--- config.mk ---
export PLATFORM = sky130hd
export DESIGN_NAME = jtag_scan_datapath
export DESIGN_NICKNAME = d
export VERILOG_FILES = /design/src/rtl/jtag_pkg.sv /design/src/rtl/jtag_shift_reg.sv /design/src/rtl/jtag_scan_datapath.sv
export SDC_FILE = /design/constraint.sdc
export NUM_CORES = 1
export LEC_CHECK = 0
export ABC_AREA = 1
export CAP_MARGIN = 10
export CORE_UTILIZATION = 44
export CTS_CLUSTER_DIAMETER = 100
export DETAILED_ROUTE_END_ITERATION = 10
export GPL_TIMING_DRIVEN = 0
export HOLD_SLACK_MARGIN = 0.08
export PLACE_DENSITY = 0.7
export SLEW_MARGIN = 20
export SYNTH_ARGS = -nofsm -noshare
export SYNTH_HDL_FRONTEND = slang
export SYNTH_SLANG_ARGS = --single-unit
export TNS_END_PERCENT = 10
--- constraint.sdc ---
create_clock -name TCLK -period 2.6 [get_ports TCLK]
set_input_delay 0.52 -clock TCLK [delete_from_list [all_inputs] [get_ports TCLK]]
set_output_delay 0.52 -clock TCLK [all_outputs]
set_load 0.02 [all_outputs]
--- src/rtl/jtag_pkg.sv ---
// Shared JTAG definitions: TAP state encodings and default opcodes.
// Used by the TAP controller and the scan datapath.
package jtag_pkg;

    typedef enum logic [3:0] {
        TEST_LOGIC_RESET = 4'b0000,
        RUN_TEST_IDLE    = 4'b0001,
        SELECT_DR        = 4'b0010,
        CAPTURE_DR       = 4'b0011,
        SHIFT_DR         = 4'b0100,
        EXIT1_DR         = 4'b0101,
        PAUSE_DR         = 4'b0110,
        EXIT2_DR         = 4'b0111,
        UPDATE_DR        = 4'b1000,
        SELECT_IR        = 4'b1001,
        CAPTURE_IR       = 4'b1010,
        SHIFT_IR         = 4'b1011,
        EXIT1_IR         = 4'b1100,
        PAUSE_IR         = 4'b1101,
        EXIT2_IR         = 4'b1110,
        UPDATE_IR        = 4'b1111
    } tap_state_e;

    localparam logic [3:0]  INSTR_IDCODE_DEF = 4'b0001;
    localparam logic [3:0]  INSTR_USER_DEF   = 4'b0010;
    localparam logic [3:0]  INSTR_BYPASS_DEF = 4'b1111;
    localparam logic [31:0] IDCODE_DEF       = 32'h1234_5ABD;

endpackage

--- src/rtl/jtag_shift_reg.sv ---
// Generic capture/shift/hold register, shifting right with the
// serial input entering the MSB; the LSB is the serial output.
module jtag_shift_reg #(
    parameter int WIDTH = 8
) (
    input  logic             clk_i,
    input  logic             rst_ni,
    input  logic             cap_i,
    input  logic             shift_i,
    input  logic [WIDTH-1:0] cap_val_i,
    input  logic             sin_i,
    output logic [WIDTH-1:0] q_o
);

    logic [WIDTH-1:0] q_q;
    logic [WIDTH-1:0] q_d;
    logic [WIDTH-1:0] shifted;

    generate
        if (WIDTH == 1) begin : g_one
            assign shifted = sin_i;
        end else begin : g_wide
            assign shifted = {sin_i, q_q[WIDTH-1:1]};
        end
    endgenerate

    always_comb begin
        q_d = q_q;
        if (cap_i) begin
            q_d = cap_val_i;
        end else if (shift_i) begin
            q_d = shifted;
        end
    end

    always_ff @(posedge clk_i or negedge rst_ni) begin
        if (!rst_ni) begin
            q_q <= '0;
        end else begin
            q_q <= q_d;
        end
    end

    assign q_o = q_q;

endmodule

--- src/rtl/jtag_scan_datapath.sv ---
// JTAG scan datapath: IR, BYPASS, IDCODE and USER data registers,
// update shadows and the negedge-registered TDO path.
module jtag_scan_datapath
    import jtag_pkg::*;
#(
    parameter int                     IR_WIDTH     = 4,
    parameter int                     USER_WIDTH   = 8,
    parameter logic [31:0]            IDCODE_VAL   = IDCODE_DEF,
    parameter logic [IR_WIDTH-1:0]    INSTR_IDCODE = IR_WIDTH'(INSTR_IDCODE_DEF),
    parameter logic [IR_WIDTH-1:0]    INSTR_USER   = IR_WIDTH'(INSTR_USER_DEF)
) (
    input  logic                  TCLK,
    input  logic                  TRST_N,
    input  logic [3:0]            STATE,
    input  logic                  TDI,
    output logic                  TDO,
    output logic                  TDO_EN,
    output logic [IR_WIDTH-1:0]   IR_Q,
    output logic [USER_WIDTH-1:0] USER_Q,
    output logic                  USER_UPD
);

    localparam logic [IR_WIDTH-1:0] IR_CAP = IR_WIDTH'(2'b01);

    tap_state_e st;
    logic tlr, cap_ir, sh_ir, upd_ir;
    logic cap_dr, sh_dr, upd_dr;
    logic sel_id, sel_user, sel_byp;

    logic [IR_WIDTH-1:0]   ir_shift;
    logic [31:0]           id_shift;
    logic [USER_WIDTH-1:0] user_shift;
    logic                  unused_id;

    logic [IR_WIDTH-1:0]   ir_q_q, ir_q_d;
    logic [USER_WIDTH-1:0] user_q_q, user_q_d;
    logic                  byp_q, byp_d;
    logic                  upd_q, upd_d;
    logic                  ser;
    logic                  tdo_q, tdo_en_q;

    assign st     = tap_state_e'(STATE);
    assign tlr    = (st == TEST_LOGIC_RESET);
    assign cap_ir = (st == CAPTURE_IR);
    assign sh_ir  = (st == SHIFT_IR);
    assign upd_ir = (st == UPDATE_IR);
    assign cap_dr = (st == CAPTURE_DR);
    assign sh_dr  = (st == SHIFT_DR);
    assign upd_dr = (st == UPDATE_DR);

    // IR_Q only moves in update_IR or TLR, so it is stable for a whole DR scan.
    assign sel_id   = (ir_q_q == INSTR_IDCODE);
    assign sel_user = (ir_q_q == INSTR_USER) && !sel_id;
    assign sel_byp  = !sel_id && !sel_user;

    jtag_shift_reg #(.WIDTH(IR_WIDTH)) u_ir (
        .clk_i     (TCLK),
        .rst_ni    (TRST_N),
        .cap_i     (cap_ir),
        .shift_i   (sh_ir),
        .cap_val_i (IR_CAP),
        .sin_i     (TDI),
        .q_o       (ir_shift)
    );

    jtag_shift_reg #(.WIDTH(32)) u_id (
        .clk_i     (TCLK),
        .rst_ni    (TRST_N),
        .cap_i     (cap_dr && sel_id),
        .shift_i   (sh_dr && sel_id),
        .cap_val_i (IDCODE_VAL),
        .sin_i     (TDI),
        .q_o       (id_shift)
    );

    jtag_shift_reg #(.WIDTH(USER_WIDTH)) u_user (
        .clk_i     (TCLK),
        .rst_ni    (TRST_N),
        .cap_i     (cap_dr && sel_user),
        .shift_i   (sh_dr && sel_user),
        .cap_val_i (user_q_q),
        .sin_i     (TDI),
        .q_o       (user_shift)
    );

    assign unused_id = ^id_shift[31:1];

    always_comb begin
        ir_q_d   = ir_q_q;
        user_q_d = user_q_q;
        byp_d    = byp_q;
        upd_d    = upd_dr && sel_user;
        if (tlr) begin
            ir_q_d = INSTR_IDCODE;
        end else if (upd_ir) begin
            ir_q_d = ir_shift;
        end
        if (upd_dr && sel_user) begin
            user_q_d = user_shift;
        end
        if (cap_dr && sel_byp) begin
            byp_d = 1'b0;
        end else if (sh_dr && sel_byp) begin
            byp_d = TDI;
        end
    end

    always_ff @(posedge TCLK or negedge TRST_N) begin
        if (!TRST_N) begin
            ir_q_q   <= INSTR_IDCODE;
            user_q_q <= '0;
            byp_q    <= 1'b0;
            upd_q    <= 1'b0;
        end else begin
            ir_q_q   <= ir_q_d;
            user_q_q <= user_q_d;
            byp_q    <= byp_d;
            upd_q    <= upd_d;
        end
    end

    always_comb begin
        ser = 1'b0;
        if (sh_ir) begin
            ser = ir_shift[0];
        end else if (sh_dr) begin
            if (sel_id) begin
                ser = id_shift[0];
            end else if (sel_user) begin
                ser = user_shift[0];
            end else begin
                ser = byp_q;
            end
        end
    end

    // TDO launches on the falling edge so the receiver samples it mid-cycle.
    always_ff @(negedge TCLK or negedge TRST_N) begin
        if (!TRST_N) begin
            tdo_q    <= 1'b0;
            tdo_en_q <= 1'b0;
        end else begin
            tdo_q    <= ser;
            tdo_en_q <= sh_ir || sh_dr;
        end
    end

    assign TDO      = tdo_q;
    assign TDO_EN   = tdo_en_q;
    assign IR_Q     = ir_q_q;
    assign USER_Q   = user_q_q;
    assign USER_UPD = upd_q;

endmodule

# --- After elaboration in Yosys (flattened, before gate mapping) ---
# Cells that the tools add are included.
totals:
  out_inout_bits: 15
  wordCells: 49
  regBits: 60
op_classes:
  n_eq_ne: 8
  mux: 14
  n_reduce_logical: 18
ops:
  columns: ["op", "count"]
  rows:
  - ["2-to-1 mux 32 bit", 2]
  - ["== test 4 bit, second input constant", 4]
  - ["2-to-1 mux 4 bit", 4]
  - ["2-to-1 mux 8 bit", 2]
  - ["nonzero test 2 bit", 5]
  - ["logical AND 1 bit", 9]
  - ["== test 4 x 2 -> 1 bit, second input constant", 2]
  - ["2-to-1 mux 1 bit", 6]
  - ["== test 4 x 1 -> 1 bit, second input constant", 1]
  - ["== test 4 x 3 -> 1 bit, second input constant", 1]
  - ["logical NOT 4 bit", 1]
  - ["logical NOT 1 bit", 2]
  - ["logical OR 1 bit", 1]

# --- Logic depth before layout (Yosys ltp) ---
depth:
  depth_word: 8
  ltp_mapped: 8

# --- By module ---
# Synthesis repeated with hierarchy kept, for this count alone.
hier_totals:
  cells_unflattened: 344
  area_unflattened_um2: 2857.7
by_module_without_submodules:
  columns: ["module", "cells_per_inst", "seq_area_each_um2", "n_inst", "area_each_um2"]
  rows:
  - ["jtag_shift_reg (u_id)", 176, 800.8, 1, 1508.9]
  - ["jtag_scan_datapath", 102, 401.6, 1, 797.0]
  - ["jtag_shift_reg (u_user)", 44, 200.2, 1, 374.1]
  - ["jtag_shift_reg (u_ir)", 22, 100.1, 1, 177.7]

==> flow_metrics.py <==
metrics = {
    "placement": {
        "hpwlAfterDp_um": 3540,
        "port_buffers": 21,
        "gp_congestion": 0.806,
        "dpl.cell_count": 405,
        "placed_area_mm2": 0.00300,
    },
    "min_path": {
        "hp-class": "reg2reg",
    },
    "critical_path": {
        "cp_max_fo": 1,
        "cp_num_buf_inv": 1,
        "path_class": "reg2out",
        "cp_cell_sequence": "buf_6",
        "critical-path-slowest-cell": "dfrtn_1",
        "required_ns": 2.08,
        "slowest_delay_ns": 0.40,
        "start_kind": "flop",
        "cp_top_family": "flip-flops",
        "critPathCaptureType": "output pin",
        "cp.arrival_ns": 2.14,
    },
    "routing": {
        "wire_per_inst_um": 12.4,
        "wirelength_um": 5250,
        "drc": 0,
        "ant_nets": 0,
        "dr.first_iter.drc_count": 83,
        "viasPerCell": 4.82,
        "dr.pass1.iters": 4,
        "vias": 2035,
    },
    "synth": {
        "synth_xor_area_frac": 0,
        "postSynthCellCount": 308,
        "postSynthNetCount": 315,
        "yosys.area_share.simple": 0.286,
        "synthDistinctLibCells": 23,
        "synth-edff-count": 0,
        "synth_top_family_by_area": "simple AND/OR/NAND/NOR gates",
        "syn_area_per_cell_um2": 8.66,
        "synth-main-ff-cell": "dfrtp_1",
        "postSynth.asyncResetShare": 1.00,
        "synth_area_mm2": 0.00267,
        "synthMuxAreaShare": 0,
        "synth-seq-area-share": 0.563,
        "synth-adder-area-share": 0,
        "synth-seq-cells": 60,
        "synth_compound_area_frac": 0.0966,
        "yosys_warnings": 0,
    },
    "cts": {
        "cts_buffers": 9,
        "cts_setup_buffers": 0,
        "cts-root-buf": "clkbuf_8",
        "clockBufferDepth": 2,
        "clk_pin_slew_worst_paths_ns": 0.06,
        "cts_tree": "built",
        "clk_latency_ns": 0.33,
        "cts.htree.levels": 3,
        "cts.sinks": 60,
    },
    "final_layout": {
        "layout-drive-gt1-share": 0.190,
        "design_area_mm2": 0.00319,
        "area_growth_syn_to_layout_pct": 19.6,
        "post_layout_nonfiller_instances": 422,
        "n_antenna_cell": 0,
        "finalNetCount": 349,
        "fin_util": 0.543,
    },
    "floorplanning": {
        "die_w_um": 79.9,
        "num_io_pins": 22,
        "start_util": 0.453,
        "core_area_mm2": 0.00589,
        "die_h_um": 79.9,
        "rows": 28,
        "die_area_mm2": 0.00638,
    },
    "status": {
        "outcome": "finished with violations",
        "violations": "setup timing",
    },
    "sta": {
        "slew_headroom": 0.729,
        "final-hold-violation-count": 0,
        "fin_ws_ns": -0.0638,
        "setup_viol": 3,
        "rsz0062_at_grt": "true",
        "finalClockSkew_ns": 0.0100,
        "fin_tns_setup_ns": -0.121,
        "finalMaxSlewViolations": 0,
        "tightest_slew_ns": 0.402,
    },
    "pwr": {
        "p_per_area_mw_per_mm2": 663,
        "irDropWorstVdd_mv": 0.307,
        "leakagePower_uw": 0.00157,
        "finalPower_uw": 2120,
    },
    "global_routing": {
        "antenna_found_initial": 0,
        "grt_usage": 0.187,
        "grt_max_degree": 46,
        "grt_pass1_vias": 1935,
        "grt_pass1_wl_um": 8960,
        "grt-ovfl-total": 0,
    },
    "job": {
        "cap_violations": 0,
    },
}
[synthesized netlist by cell type, types with 2 or more instances]
library cell  instances  share of area
nor2_1               14          0.020
buf_6                 2         0.0084
inv_1                14          0.020
o21ai_0               4         0.0075
o22ai_1               5          0.012
nand2_2               4         0.0094
o21ai_1              22          0.041
buf_2                 7          0.013
nand3_1              12          0.023
nand2_1             131           0.18
o21ai_2              10          0.033
nor2_2               12          0.028
dfrtn_1               2          0.019
dfrtp_1              57           0.53
inv_2                 4         0.0056
[cell type report]
class	instances	area (µm²)
fillers	539	2690
flip-flops and latches	60	1500
multi-input cells	220	1030
repair buffers	23	249
clock buffers	14	153
well taps	75	93.8
plain buffers	10	83.8
inverters	18	67.6
clock inverters	2	10.0
[path summary, 6_finish.rpt]
path | start | to | slack (ns) | cells past startpoint
min in group asynchronous | TRST_N | u_id.q_o[22] | 0.59 | 2
max | TDO | TDO | -0.06 | 1
min reg2reg | u_id.q_o[9] | u_id.q_o[9] | 0.48 | 2
min | u_id.q_o[9] | u_id.q_o[9] | 0.48 | 2
max in group asynchronous | TRST_N | TDO_EN | 0.59 | 2
max reg2reg | IR_Q[0] | TDO | 0.01 | 8
[routing by layer]
metal / global-route usage / wire length, µm / vias up
li1: - / - / 1042
met5: 0 / 0 / -
met2: 0.282 / 2430 / 37
met3: 0.0514 / 195 / 10
met4: 0.0911 / 95 / 0
met1: 0.246 / 2520 / 946
[metrics by stage]
stage	hold WS (ns)	setup WS, ns
detailed placement	0.401	-0.438
floorplan	0.224	0.00619
CTS	0.488	-0.0773
finish	0.481	-0.0638
global route	0.514	-0.0929
global placement	0.465	-2.02
[power breakdown]
part / leakage, µW / internal, µW / switching [µW] / total [µW]
clock network: 0.0000844 / 370 / 344 / 714
logic: 0.000663 / 130 / 197 / 327
registers: 0.000823 / 1020 / 52.7 / 1080
[registers in the layout (all words and copies together) (netlist names)]
signal,cells
USER_UPD,1
USER_Q,8
byp_q,1
TDO_EN,1
u_id.q_o,32
u_user.q_o,8
IR_Q,4
TDO,1
u_ir.q_o,4
[repair_timing]
action | in CTS | in global routing
resized for setup | 19 | 2
endpoints found under the setup margin | 4 | 4
hold endpoints to repair | 12 | 0
hold buffers | 1 | 0
[kinds of logic (layout without fill, tap and decap cells)]
logic type | Yosys count | in the layout
buffers and inverters | 28 | 67
flip-flops | 60 | 60
AND/OR/NAND/NOR | 178 | 178
AO/OA/AOI/OAI | 42 | 42
[worst reg2reg max path, stage by stage, from the launching register on]
cell and delay (ns):
dfstp_2 0.56, inv_2 0.05, nand2_1 0.06, nor2_2 0.07
buf_6 0.14, nand2_1 0.06, nand3_1 0.07, nand2_1 0.06
nand2_1 0.05
[cell usage in the layout, fill, tap and decap left out, drive strengths merged]
cell type      instances
nand2                136
dfrtp                 57
o21ai                 36
nor2                  28
inv                   18
clkdlybuf4s50         16
clkbuf                14
buf                   14
nand3                 13
o22ai                  5
dfrtn                  2
clkinv                 2
dfstp                  1
a2bb2oi                1
nand4                  1
dlygate4sd3            1
dlygate4sd2            1
dlymetal6s2s           1
Note: power is estimated with default switching activity, not from simulation.
